[config.mk]
export PLATFORM = sky130hd
export DESIGN_NAME = conversor_temp
export DESIGN_NICKNAME = d
export VERILOG_FILES = /design/src/rtl/conversor_temp.sv
export SDC_FILE = /design/constraint.sdc
export NUM_CORES = 1
export LEC_CHECK = 0
export CAP_MARGIN = 25
export CORE_MARGIN = 3
export CORE_UTILIZATION = 40
export DETAILED_ROUTE_END_ITERATION = 12
export PLACE_DENSITY_LB_ADDON = 0.2
export REMOVE_ABC_BUFFERS = 1
export SLEW_MARGIN = 20
export SYNTH_ARGS = -nofsm -noshare
export SYNTH_HDL_FRONTEND = slang
export SYNTH_SLANG_ARGS = --single-unit
[constraint.sdc]
create_clock -name clk -period 4.33 [get_ports clk]
set_input_delay 0.6495 -clock clk [delete_from_list [all_inputs] [get_ports clk]]
set_output_delay 0.6495 -clock clk [all_outputs]
set_load 0.01 [all_outputs]
[src/rtl/conversor_temp.sv]
// conversor_temp: sequential Celsius-to-Fahrenheit converter.
// Computes F = floor(C*9/5) + OFFSET using a shift-add multiply followed by a
// bit-serial restoring divide by 5. The result saturates to 2^W-1.
// Ports:
//   clk         in   single clock, rising edge
//   rst_n       in   asynchronous active-low reset
//   start       in   conversion request, sampled only while idle
//   numeroC_in  in   W-bit unsigned Celsius sample, captured on the accepting edge
//   numeroC     out  registered Celsius value of the last completed conversion
//   numeroF     out  registered Fahrenheit value of the last completed conversion (saturated)
//   busy        out  high while a conversion is in flight
//   done        out  one-cycle pulse when numeroC/numeroF update
//   sat         out  1 if the last numeroF was clamped
module conversor_temp #(
   parameter int unsigned W      = 10,
   parameter int unsigned OFFSET = 32
) (
   input  logic         clk,
   input  logic         rst_n,
   input  logic         start,
   input  logic [W-1:0] numeroC_in,
   output logic [W-1:0] numeroC,
   output logic [W-1:0] numeroF,
   output logic         busy,
   output logic         done,
   output logic         sat
);

   localparam int unsigned CntW = $clog2(W + 4);

   typedef enum logic [1:0] {StIdle, StMul, StDiv, StAdd} state_e;

   state_e          state_q;
   logic [W-1:0]    c_q;
   logic [W+3:0]    prod_q;
   logic [W+3:0]    quo_q;
   logic [2:0]      rem_q;    // remainder is always < 5 between steps
   logic [CntW-1:0] cnt_q;

   logic [3:0]      rem_shift;
   logic            rem_ge;
   logic [2:0]      rem_next;
   logic [W+4:0]    f_sum;
   logic            f_ovf;

   // One restoring-division step and the final offset/saturation check.
   always_comb begin
      rem_shift = {rem_q, prod_q[cnt_q]};
      rem_ge    = (rem_shift >= 4'd5);
      rem_next  = rem_ge ? 3'(rem_shift - 4'd5) : rem_shift[2:0];
      f_sum     = {1'b0, quo_q} + (W + 5)'(OFFSET);
      f_ovf     = |f_sum[W+4:W];
   end

   always_ff @(posedge clk or negedge rst_n) begin
      if (!rst_n) begin
         state_q <= StIdle;
         c_q     <= '0;
         prod_q  <= '0;
         quo_q   <= '0;
         rem_q   <= '0;
         cnt_q   <= '0;
         numeroC <= '0;
         numeroF <= '0;
         busy    <= 1'b0;
         done    <= 1'b0;
         sat     <= 1'b0;
      end else begin
         done <= 1'b0;
         case (state_q)
            StIdle: begin
               if (start) begin
                  c_q     <= numeroC_in;
                  busy    <= 1'b1;
                  state_q <= StMul;
               end
            end
            StMul: begin
               // c*9 = (c << 3) + c
               prod_q  <= {1'b0, c_q, 3'b000} + {4'b0000, c_q};
               quo_q   <= '0;
               rem_q   <= '0;
               cnt_q   <= CntW'(W + 3);
               state_q <= StDiv;
            end
            StDiv: begin
               rem_q        <= rem_next;
               quo_q[cnt_q] <= rem_ge;
               if (cnt_q == '0) begin
                  state_q <= StAdd;
               end else begin
                  cnt_q <= cnt_q - CntW'(1);
               end
            end
            StAdd: begin
               numeroC <= c_q;
               numeroF <= f_ovf ? '1 : f_sum[W-1:0];
               sat     <= f_ovf;
               done    <= 1'b1;
               busy    <= 1'b0;
               state_q <= StIdle;
            end
            default: state_q <= StIdle;
         endcase
      end
   end

endmodule

==> reports/results.txt <==
The area fraction of the dominant cell type after synthesis is 50.3%, and the clock period minus final worst setup slack is 2.52 ns. In this design, the stage delay of the slowest critical-path cell is 0.56 ns. Global routing consumed, over all layers together, 14.7% of the routing resources. The highest-delay cell along the critical path was mux4_2. The area of the die is 0.00986 mm^2. The global-route wire length before repair was 11.7 mm.

Dividing the final minimum period by the clock period gives 58.3%. For the pin with the worst max-slew slack, the measured transition is 0.914 ns. The number of hold buffers added after CTS was 0. The first TritonRoute pass finished after 4 iterations.

The number of vias per cell after detailed routing came out at 5.38. The wire length reported by the detailed router is 6.61 mm, and the sum of negative setup slack is 0 ns. The kind of capture point of the worst setup path is a flop. Total power divided by cell area: 802 mW/mm^2.

The tool flagged a number of max-cap violations equal to 0. The number of levels in the clock H-tree was 3. Of all flip-flops after synthesis, the portion carrying an async set or reset was 100%. In this run, the clock network consumes 14.6% of the power.

Entering global routing, the biggest net connects 37 pins. Synthesis inferred 70 register bits. Of the total power, the share spent switching nets is 38.9%. The number of cells produced by synthesis is 300, and the least setup slack across all paths after layout is 1.81 ns. Data arrives at the worst endpoint at 2.75 ns.

The later pin in the worst-skew pair is clocked with a latency of 0.35 ns. 0 antenna diodes ended up in the layout. The number of buffers inserted by post-CTS setup repair came out at 0. For this design the total switching power over the nets is 0.00128 W. The growth of design area from synthesis to finish was 17.7%.

The tools report the number of remaining DRC errors as 0. Walking the worst path, the cells encountered are mux4_2, a22oi_2, nand3_2, ha_1, nand2b_1, a21oi_1, buf_4, a31oi_1, a22o_1. Clock-pin slew was measured on the worst setup and hold paths at 0.08 ns. The tools report the pre-CTS setup slack as 1.80 ns. Each instance of the synthesized netlist takes up on average 11.6 um^2. Across the routed clock network, the largest skew measured is 0.0101 ns. In the post-synthesis netlist, the biggest area contributors are dfrtp_1 (50%), mux2_2 (9.7%), ha_1 (6.8%).

After global routing the overflow that remains totals 0. The core region is 0.00834 mm^2. Dividing the detail-routed wire length by the instance count gives 14.8 um.

In this run the worst path has a maximum fanout of 17. The flow ran to the end, and the final reports show no timing, DRC or antenna violations. Summing every instance area after synthesis gives 0.00348 mm^2. The logic depth of the worst register-to-register path was 9.

The number of synthesized flops with an enable pin works out to 0. The analysis attributes to cell leakage a power of 1.79 nW. From bottom edge to top edge, the die measures 99.3 um. VDD sags by at most 0.407 mV.

TritonCTS built the clock tree. The logs give 0 for the total count of hold-check failures in the final report and 0 for the yosys synthesis warning count. The setup-violating endpoint count in the final report is 0.

Measured along the x axis, the die boundary spans 99.3 um. CTS placed an instance of clkbuf_8 at the clock tree root. The fraction of final layout cells with drive strength greater than 1 is 16.5%. The worst-case clock buffer depth is 2. Summed over all nets, the half-perimeter wirelength after detailed placement is 4.63 mm. The relative slew slack is 38.9%, and the combinational cell fraction of total power is 49.3%. For the via count of the first global-routing pass, the log shows 2,404.

The number of fill cells is 742, and the distinct cell type count of the synthesized netlist is 45. The final weighted congestion in routability-driven placement was 0.786. Setup repair after global routing left no endpoint under its margin.

The most area-hungry cell type in the Yosys netlist was dfrtp_1. Gates resized during post-CTS repair numbered 0. After floorplanning, the core was divided into 33 placement rows. Type of origin of the critical path: a flop. The leading cell type in the layout, fill and taps excluded is dfrtp_1. The logs give 0 for the count of final max-slew check failures and 0.380 ns for the final worst hold slack.

The count of port buffers added during placement was 35. The design internal power is 0.00201 W, and the final antenna-violating net count is 0. For the count of clock tree sinks, the log shows 70.

The min-delay analysis places its worst path in the category in2async. TritonCTS created 9 clock buffers. The kind of critical path was reg2reg. The initial utilization of the core area, before any placement, comes to 41.7%. The main flop type after synthesis is dfrtp_1. The logs give 0 for the number of antenna violations at the first check in global routing and 0.396 GHz for the maximum frequency from static timing analysis. For the sequential element share of the synthesized area, the log shows 50.3%. The part of the total power dissipated in sequential elements is 36.1%. The number of nets in the final layout was 368; the number of ports placed on the die boundary was 36.

The initial detailed-routing violation count is 79, and the required time of the critical path is 4.56 ns. The top cell types in the final layout, fill and taps aside, are dfrtp_1 (70), clkdlybuf4s50_1 (34), mux2_2 (30). The number of vias after detailed routing came out at 2,396.
-- critical path: cells and delay by family (launching register included) --
family | cells | cell delay (ns)
AO/OA/AOI/OAI | 4 | 0.65
multiplexers | 1 | 0.56
flip-flops | 1 | 0.54
AND/OR/NAND/NOR | 2 | 0.25
buffers and inverters | 1 | 0.23
adder cells (fa/ha/maj) | 1 | 0.18
-- cell families after synthesis --
| kind of cell | Yosys count | synth area share [%] |
|---|---|---|
| AND/OR/NAND/NOR | 56 | 7.80 |
| adder cells (fa/ha/maj) | 20 | 7.40 |
| multiplexers | 35 | 12.3 |
| AO/OA/AOI/OAI | 86 | 17.0 |
| buffers and inverters | 24 | 2.95 |
| flip-flops | 70 | 50.3 |
| XOR/XNOR | 9 | 2.26 |
-- stage by stage --
| step | total power (W) | util, % | cells | instance area, um^2 |
|---|---|---|---|---|
| after floorplan | 0.00231 | - | 286 | 3420 |
| after global placement | 0.00281 | 47.0 | 429 | 3920 |
| after detailed placement | 0.00284 | 47.0 | 429 | 3920 |
| after CTS | 0.00334 | 49.1 | 445 | 4100 |
| after global routing | 0.00359 | 49.1 | 445 | 4100 |
| final | 0.00329 | 49.1 | 445 | 4100 |
-- cells in the mapped netlist, types with 4 or more instances --
library cell and instances:
o22a_1 9, and3_1 6, nor2_1 10, ha_1 19, inv_1 10, nand2_1 21
mux2_2 30, a31oi_1 15, xnor2_1 5, clkbuf_1 7, nand3_1 6, xor2_1 4
a21oi_1 23, o21ai_0 6, dfrtp_1 70, a22o_1 14
-- final timing paths --
kind / from / to / slack, ns
min in group clk: sat$_DFFE_PN0P_ / sat$_DFFE_PN0P_ / 0.48
min: rst_n / numeroF[6]$_DFFE_PN0P_ / 0.38
max in group asynchronous: rst_n / prod_q[11]$_DFFE_PN0P_ / 3.01
min reg2reg: sat$_DFFE_PN0P_ / sat$_DFFE_PN0P_ / 0.48
max reg2reg: cnt_q[0]$_DFFE_PN0P_ / quo_q[11]$_DFFE_PN0P_ / 1.81
max: cnt_q[0]$_DFFE_PN0P_ / quo_q[11]$_DFFE_PN0P_ / 1.81
-- layer usage --
layer	GRT usage (%)	part of all wire (%)	wire [um]	up-vias
met1	19.0	47	3140	1163
met2	24.2	48	3170	44
li1	-	-	-	1182
met3	3.65	3.5	230	7
met4	4.94	1.0	68	0
met5	0	0	0	-
-- layout make-up --
class	count	area, um^2	share of cell area (%)
Clock buffer	10	138	3.36
Tap cell	105	131	3.21
Sequential cell	70	1750	42.7
Inverter	10	37.5	0.916
Multi-Input combinational cell	206	1630	39.7
Clock inverter	6	45.0	1.10
Timing Repair Buffer	38	368	8.97
-- power groups by stage --
| stage | clock, W | combinational [W] | sequential (W) |
|---|---|---|---|
| CTS | 0.000497 | 0.00164 | 0.00120 |
| global route | 0.000527 | 0.00182 | 0.00124 |
| finish | 0.000479 | 0.00162 | 0.00119 |
| floorplan | 0 | 0.00112 | 0.00119 |
| detailed placement | 0 | 0.00163 | 0.00121 |
| global placement | 0 | 0.00161 | 0.00120 |
-- flip-flops by register name, indices dropped and copies added (netlist names) --
register	cells
cnt_q	4
prod_q	14
rem_q	3
done	1
quo_q	14
sat	1
c_q	10
numeroF	10
numeroC	10
busy	1
state_q	2
No activity file was read; power rests on OpenSTA's default activity.
